**src/rtl/ctrl_pkg.sv**
```systemverilog
// Shared encodings for the multicycle RISC-V control FSM, the datapath mux
// selects and the ALU decoder.
`timescale 1ns/1ps
package ctrl_pkg;

  typedef enum logic [3:0] {
    S_FETCH    = 4'd0,
    S_DECODE   = 4'd1,
    S_MEMADR   = 4'd2,
    S_MEMREAD  = 4'd3,
    S_MEMWB    = 4'd4,
    S_MEMWRITE = 4'd5,
    S_EXECUTER = 4'd6,
    S_EXECUTEI = 4'd7,
    S_ALUWB    = 4'd8,
    S_BEQ      = 4'd9,
    S_JAL      = 4'd10
  } state_t;

  localparam logic [6:0] OP_LW  = 7'b0000011;
  localparam logic [6:0] OP_SW  = 7'b0100011;
  localparam logic [6:0] OP_R   = 7'b0110011;
  localparam logic [6:0] OP_I   = 7'b0010011;
  localparam logic [6:0] OP_BEQ = 7'b1100011;
  localparam logic [6:0] OP_JAL = 7'b1101111;

  localparam logic [1:0] SRCA_PC    = 2'b00;
  localparam logic [1:0] SRCA_OLDPC = 2'b01;
  localparam logic [1:0] SRCA_A     = 2'b10;

  localparam logic [1:0] SRCB_B     = 2'b00;
  localparam logic [1:0] SRCB_IMM   = 2'b01;
  localparam logic [1:0] SRCB_FOUR  = 2'b10;

  localparam logic [1:0] RES_ALUOUT    = 2'b00;
  localparam logic [1:0] RES_DATA      = 2'b01;
  localparam logic [1:0] RES_ALURESULT = 2'b10;

  localparam logic [1:0] ALUOP_ADD   = 2'b00;
  localparam logic [1:0] ALUOP_SUB   = 2'b01;
  localparam logic [1:0] ALUOP_FUNCT = 2'b10;

  function automatic logic is_supported(input logic [6:0] op);
    return op inside {OP_LW, OP_SW, OP_R, OP_I, OP_BEQ, OP_JAL};
  endfunction

endpackage

```
**src/rtl/multicycle_ctrl_fsm.sv**
```systemverilog
// Main control FSM of the multicycle RISC-V core (Moore, state-decoded outputs).
// Define MEM_WAIT_EN to stall FETCH/MEMREAD/MEMWRITE on mem_ready.
`timescale 1ns/1ps
module multicycle_ctrl_fsm
  import ctrl_pkg::*;
(
  input  logic       clk,
  input  logic       rst,
  input  logic [6:0] op,
  input  logic       mem_ready,
  output logic       IRWrite,
  output logic       PCUpdate,
  output logic       Branch,
  output logic       RegWrite,
  output logic       MemWrite,
  output logic       AdrSrc,
  output logic [1:0] ALUSrcA,
  output logic [1:0] ALUSrcB,
  output logic [1:0] ResultSrc,
  output logic [1:0] ALUOp,
  output logic       illegal_op,
  output logic [3:0] state_o
);

  state_t state;
  logic   ready;

`ifdef MEM_WAIT_EN
  assign ready = mem_ready;
`else
  logic unused_mem_ready;
  assign unused_mem_ready = mem_ready;
  assign ready = 1'b1;
`endif

  // NOTE: asynchronous reset belongs in the sensitivity list; state uses <= only.
  always_ff @(posedge clk or posedge rst) begin
    if (rst) begin
      state <= S_FETCH;
    end else begin
      case (state)
        S_FETCH:    if (ready) state <= S_DECODE;
        S_DECODE: begin
          case (op)
            OP_LW, OP_SW: state <= S_MEMADR;
            OP_R:         state <= S_EXECUTER;
            OP_I:         state <= S_EXECUTEI;
            OP_BEQ:       state <= S_BEQ;
            OP_JAL:       state <= S_JAL;
            default:      state <= S_FETCH;
          endcase
        end
        S_MEMADR: begin
          if (op == OP_LW)      state <= S_MEMREAD;
          else if (op == OP_SW) state <= S_MEMWRITE;
          else                  state <= S_FETCH;
        end
        S_MEMREAD:  if (ready) state <= S_MEMWB;
        S_MEMWB:    state <= S_FETCH;
        S_MEMWRITE: if (ready) state <= S_FETCH;
        S_EXECUTER: state <= S_ALUWB;
        S_EXECUTEI: state <= S_ALUWB;
        S_JAL:      state <= S_ALUWB;
        S_ALUWB:    state <= S_FETCH;
        S_BEQ:      state <= S_FETCH;
        default:    state <= S_FETCH;
      endcase
    end
  end

  // NOTE: every output gets a default first so no latch is inferred.
  always_comb begin
    IRWrite    = 1'b0;
    PCUpdate   = 1'b0;
    Branch     = 1'b0;
    RegWrite   = 1'b0;
    MemWrite   = 1'b0;
    AdrSrc     = 1'b0;
    ALUSrcA    = SRCA_PC;
    ALUSrcB    = SRCB_B;
    ResultSrc  = RES_ALUOUT;
    ALUOp      = ALUOP_ADD;
    illegal_op = 1'b0;
    case (state)
      S_FETCH: begin
        IRWrite   = ready;
        PCUpdate  = ready;
        ALUSrcB   = SRCB_FOUR;
        ResultSrc = RES_ALURESULT;
      end
      S_DECODE: begin
        ALUSrcA    = SRCA_OLDPC;
        ALUSrcB    = SRCB_IMM;
        illegal_op = !is_supported(op);
      end
      S_MEMADR: begin
        ALUSrcA = SRCA_A;
        ALUSrcB = SRCB_IMM;
      end
      S_MEMREAD:  AdrSrc = 1'b1;
      S_MEMWB: begin
        ResultSrc = RES_DATA;
        RegWrite  = 1'b1;
      end
      S_MEMWRITE: begin
        AdrSrc   = 1'b1;
        MemWrite = ready;
      end
      S_EXECUTER: begin
        ALUSrcA = SRCA_A;
        ALUOp   = ALUOP_FUNCT;
      end
      S_EXECUTEI: begin
        ALUSrcA = SRCA_A;
        ALUSrcB = SRCB_IMM;
        ALUOp   = ALUOP_FUNCT;
      end
      S_JAL: begin
        ALUSrcA  = SRCA_OLDPC;
        ALUSrcB  = SRCB_FOUR;
        PCUpdate = 1'b1;
      end
      S_ALUWB:    RegWrite = 1'b1;
      S_BEQ: begin
        ALUSrcA = SRCA_A;
        ALUOp   = ALUOP_SUB;
        Branch  = 1'b1;
      end
      default: ;
    endcase
    // Reset kills every enable at once, even mid-instruction.
    if (rst) begin
      IRWrite    = 1'b0;
      PCUpdate   = 1'b0;
      Branch     = 1'b0;
      RegWrite   = 1'b0;
      MemWrite   = 1'b0;
      illegal_op = 1'b0;
    end
  end

  assign state_o = state;

endmodule

```
**config.mk**
```make
export PLATFORM = sky130hd
export DESIGN_NAME = multicycle_ctrl_fsm
export DESIGN_NICKNAME = d
export VERILOG_FILES = /design/src/rtl/ctrl_pkg.sv /design/src/rtl/multicycle_ctrl_fsm.sv
export SDC_FILE = /design/constraint.sdc
export NUM_CORES = 1
export LEC_CHECK = 0
export CELL_PAD_IN_SITES_DETAIL_PLACEMENT = 0
export CELL_PAD_IN_SITES_GLOBAL_PLACEMENT = 1
export CORE_MARGIN = 1.5
export CORE_UTILIZATION = 25
export DETAILED_ROUTE_END_ITERATION = 8
export PLACE_DENSITY = 0.9
export SLEW_MARGIN = 20
export SYNTH_ARGS = -nofsm -noshare
export SYNTH_HDL_FRONTEND = slang
export SYNTH_SLANG_ARGS = --single-unit
export TNS_END_PERCENT = 30
```
**constraint.sdc**
```tcl
create_clock -name clk -period 3.2 [get_ports clk]
set_clock_uncertainty 0.15 [all_clocks]
set_input_delay 0.48 -clock clk [delete_from_list [all_inputs] [get_ports clk]]
set_output_delay 0.48 -clock clk [all_outputs]
set_load 0.03 [all_outputs]
```
==> results_dict.tcl <==
set metrics [dict create \
    status "completed" \
    p_switching_mw 0.229 \
    min_path_type "in2async" \
    port_buffers 27 \
    crit_path_end_kind "primary output" \
    grt_pass1_vias 453 \
    synth_cell_types 31 \
    cp_max_fo 12 \
    place_ws_ns 0.426 \
    hpwl_um 1040 \
    core_area_um2 1750 \
    ys_seq_area_share_pct 21.2 \
    async_reset_ff_share_pct 100 \
    grt_util_all_layers_pct 13.8 \
    drv_slew 0 \
    layout_min_cycle_time_ns 2.95 \
    slew_headroom_pct 75.2 \
    cts_tree "built" \
    syn_area_per_cell_um2 7.39 \
    drc 0 \
    drtAntennaViolNets 0 \
    mostFrequentLayoutCell "clkdlybuf4s50_1" \
    power_density_nw_per_um2 592 \
    startpoint_type "flip-flop" \
    synth_ff_type "dfrtp_1" \
    rows 15 \
    power.total_mw 0.459 \
    yosys_warnings 0 \
    cap_violations 0 \
    critical_path_arrival_ns 2.32 \
    drt_wl_total_um 1310 \
    p_clk_share_pct 13.7 \
    area_delta_synth_final_pct 64.0 \
    path_class "reg2out" \
    leakage_nw 0.284 \
    fin_crit_sh_pct 92.1 \
    hold_violations 0 \
    gp_congestion 0.751 \
    utilization_pct 44.4 \
    postSynthCellCount 64 \
    path_cells "nand2b_1 -> or3_1 -> nor3_2 -> clkdlybuf4s50_1" \
    timing.final.ws_setup_ns 0.254 \
    final_area_um2 776 \
    drive_above_1_share_pct 7.78 \
    netSwitchingFraction_pct 49.8 \
    cts_setup_buffers 0 \
    ios 29 \
    root_buffer "clkbuf_4" \
    max_freq_mhz 339 \
    grt_overflow 0 \
    drt-vias-per-instance 4.75 \
    final_cell_mix "27 x clkdlybuf4s50_1, 8 x nor2_1, 7 x nor3_1, 5 x nand2_1" \
    dr.pass1.iters 4 \
    sequentialPowerShare_pct 16.4 \
    drtIter0Drc 12 \
    synth_edf_count 0 \
    largest_reg_flops 4 \
    antenna_found_initial 0 \
    finalNetCount 102 \
    grt_pass1_wl_um 2080 \
    clock_sinks 4 \
    vias 546 \
    fillers 169 \
    finalSetupTns_ns 0 \
    die_h_um 46.5 \
    htree_levels 1 \
    die_w_um 46.5 \
    dieArea_um2 2160 \
    n_antenna_cell 0 \
    yosysTopAreaCellShare_pct 21.2 \
    required_ns 2.57 \
    start_util_pct 27.1 \
    clkTransAtPathRegs_ns 0.04 \
    slowest_delay_ns 0.69 \
    holdBufCountCts 0 \
    clock_path_buffers 2 \
    finalSetupViolCount 0 \
    synth_area_um2 473 \
    ys_seq_elements 4 \
    p_int_mw 0.230 \
    crit_slowest_cell "clkdlybuf4s50_1" \
    ir_worst_vdd_mv 0.321 \
    rsz0062_at_grt "false" \
    dpl_cell_area_um2 753 \
    ctsResizeCount 0 \
    tightest_slew_ns 0.371 \
    cts-buffers-inserted 3 \
    grt_max_degree 13 \
    clkLatencyLatePin_ns 0.24 \
    synth_area_leaders "dfrtp_1 21%, nor3_1 7.4%, nor2_1 6.3%, nand4bb_4 5.8%, nand2b_1 5.3%" \
    combPwrFrac_pct 69.9 \
    synth_top_cell_by_area "dfrtp_1" \
    syn_nets 74 \
    wl_per_cell_um 11.4 \
]
==> layer usage <==
layer	up-vias	global-route usage, %	part of all wire (%)
li1	280	-	-
met3	2	2.75	5.4
met2	25	22.5	52
met4	0	5.14	0.61
met1	239	17.6	42
met5	-	0	0
==> critical path: cells and delay by family (launching register included) <==
kind	cells	cell delay [ns]
simple gates	3	0.88
buf+inv	1	0.69
flops	1	0.50
==> per-stage QoR <==
stage / std cells / hold slack, ns
floorplan: 64 / 0.0961
global placement: 112 / 0.504
detailed placement: 112 / 0.518
CTS: 115 / 0.480
global route: 115 / 0.499
finish: 115 / 0.466
==> final timing paths <==
check | startpoint | endpoint | slack (ns) | cells after the start
hold / removal | rst | state_o[1] | 0.47 | 3
setup / recovery | state_o[1] | illegal_op | 0.25 | 4
setup reg to reg | state_o[1] | state_o[3] | 1.63 | 4
max in group asynchronous | rst | state_o[0] | 2.28 | 3
min in group clk | state_o[0] | state_o[2] | 0.52 | 2
hold reg to reg | state_o[0] | state_o[2] | 0.52 | 2
==> cells in the mapped netlist, types with 2 or more instances <==
master	instances
o21ai_0	2
a21oi_1	2
xor2_1	2
xnor2_1	2
nor2_1	8
nor3_1	7
or3_1	2
nand2b_1	4
nand2_1	5
inv_1	3
a211oi_1	2
o22ai_1	2
clkbuf_1	2
dfrtp_1	4
==> final cells by class <==
cell class,instances,area (um2),share of cell area [%]
flip-flops and latches,4,100,12.9
inverters,3,11.3,1.45
multi-input cells,52,333,42.9
well taps,25,31.3,4.03
clock buffers,3,22.5,2.90
repair buffers,28,278,35.8
==> logic make-up after synthesis <==
| group | share of synthesized area [%] |
|---|---|
| flops | 21.2 |
| simple gates | 42.6 |
| buf+inv | 8.46 |
| xor+xnor | 7.41 |
| mux | 2.12 |
| compound gates | 18.3 |
==> power by group through the flow <==
stage | Sequential (mW) | Combinational, mW | Clock, mW
after floorplan | 0.0854 | 0.183 | 0
after global placement | 0.0756 | 0.317 | 0
after detailed placement | 0.0761 | 0.319 | 0
after CTS | 0.0759 | 0.322 | 0.0633
after global routing | 0.0786 | 0.348 | 0.0664
final | 0.0753 | 0.321 | 0.0629
Power figures use the tool's default switching activity.
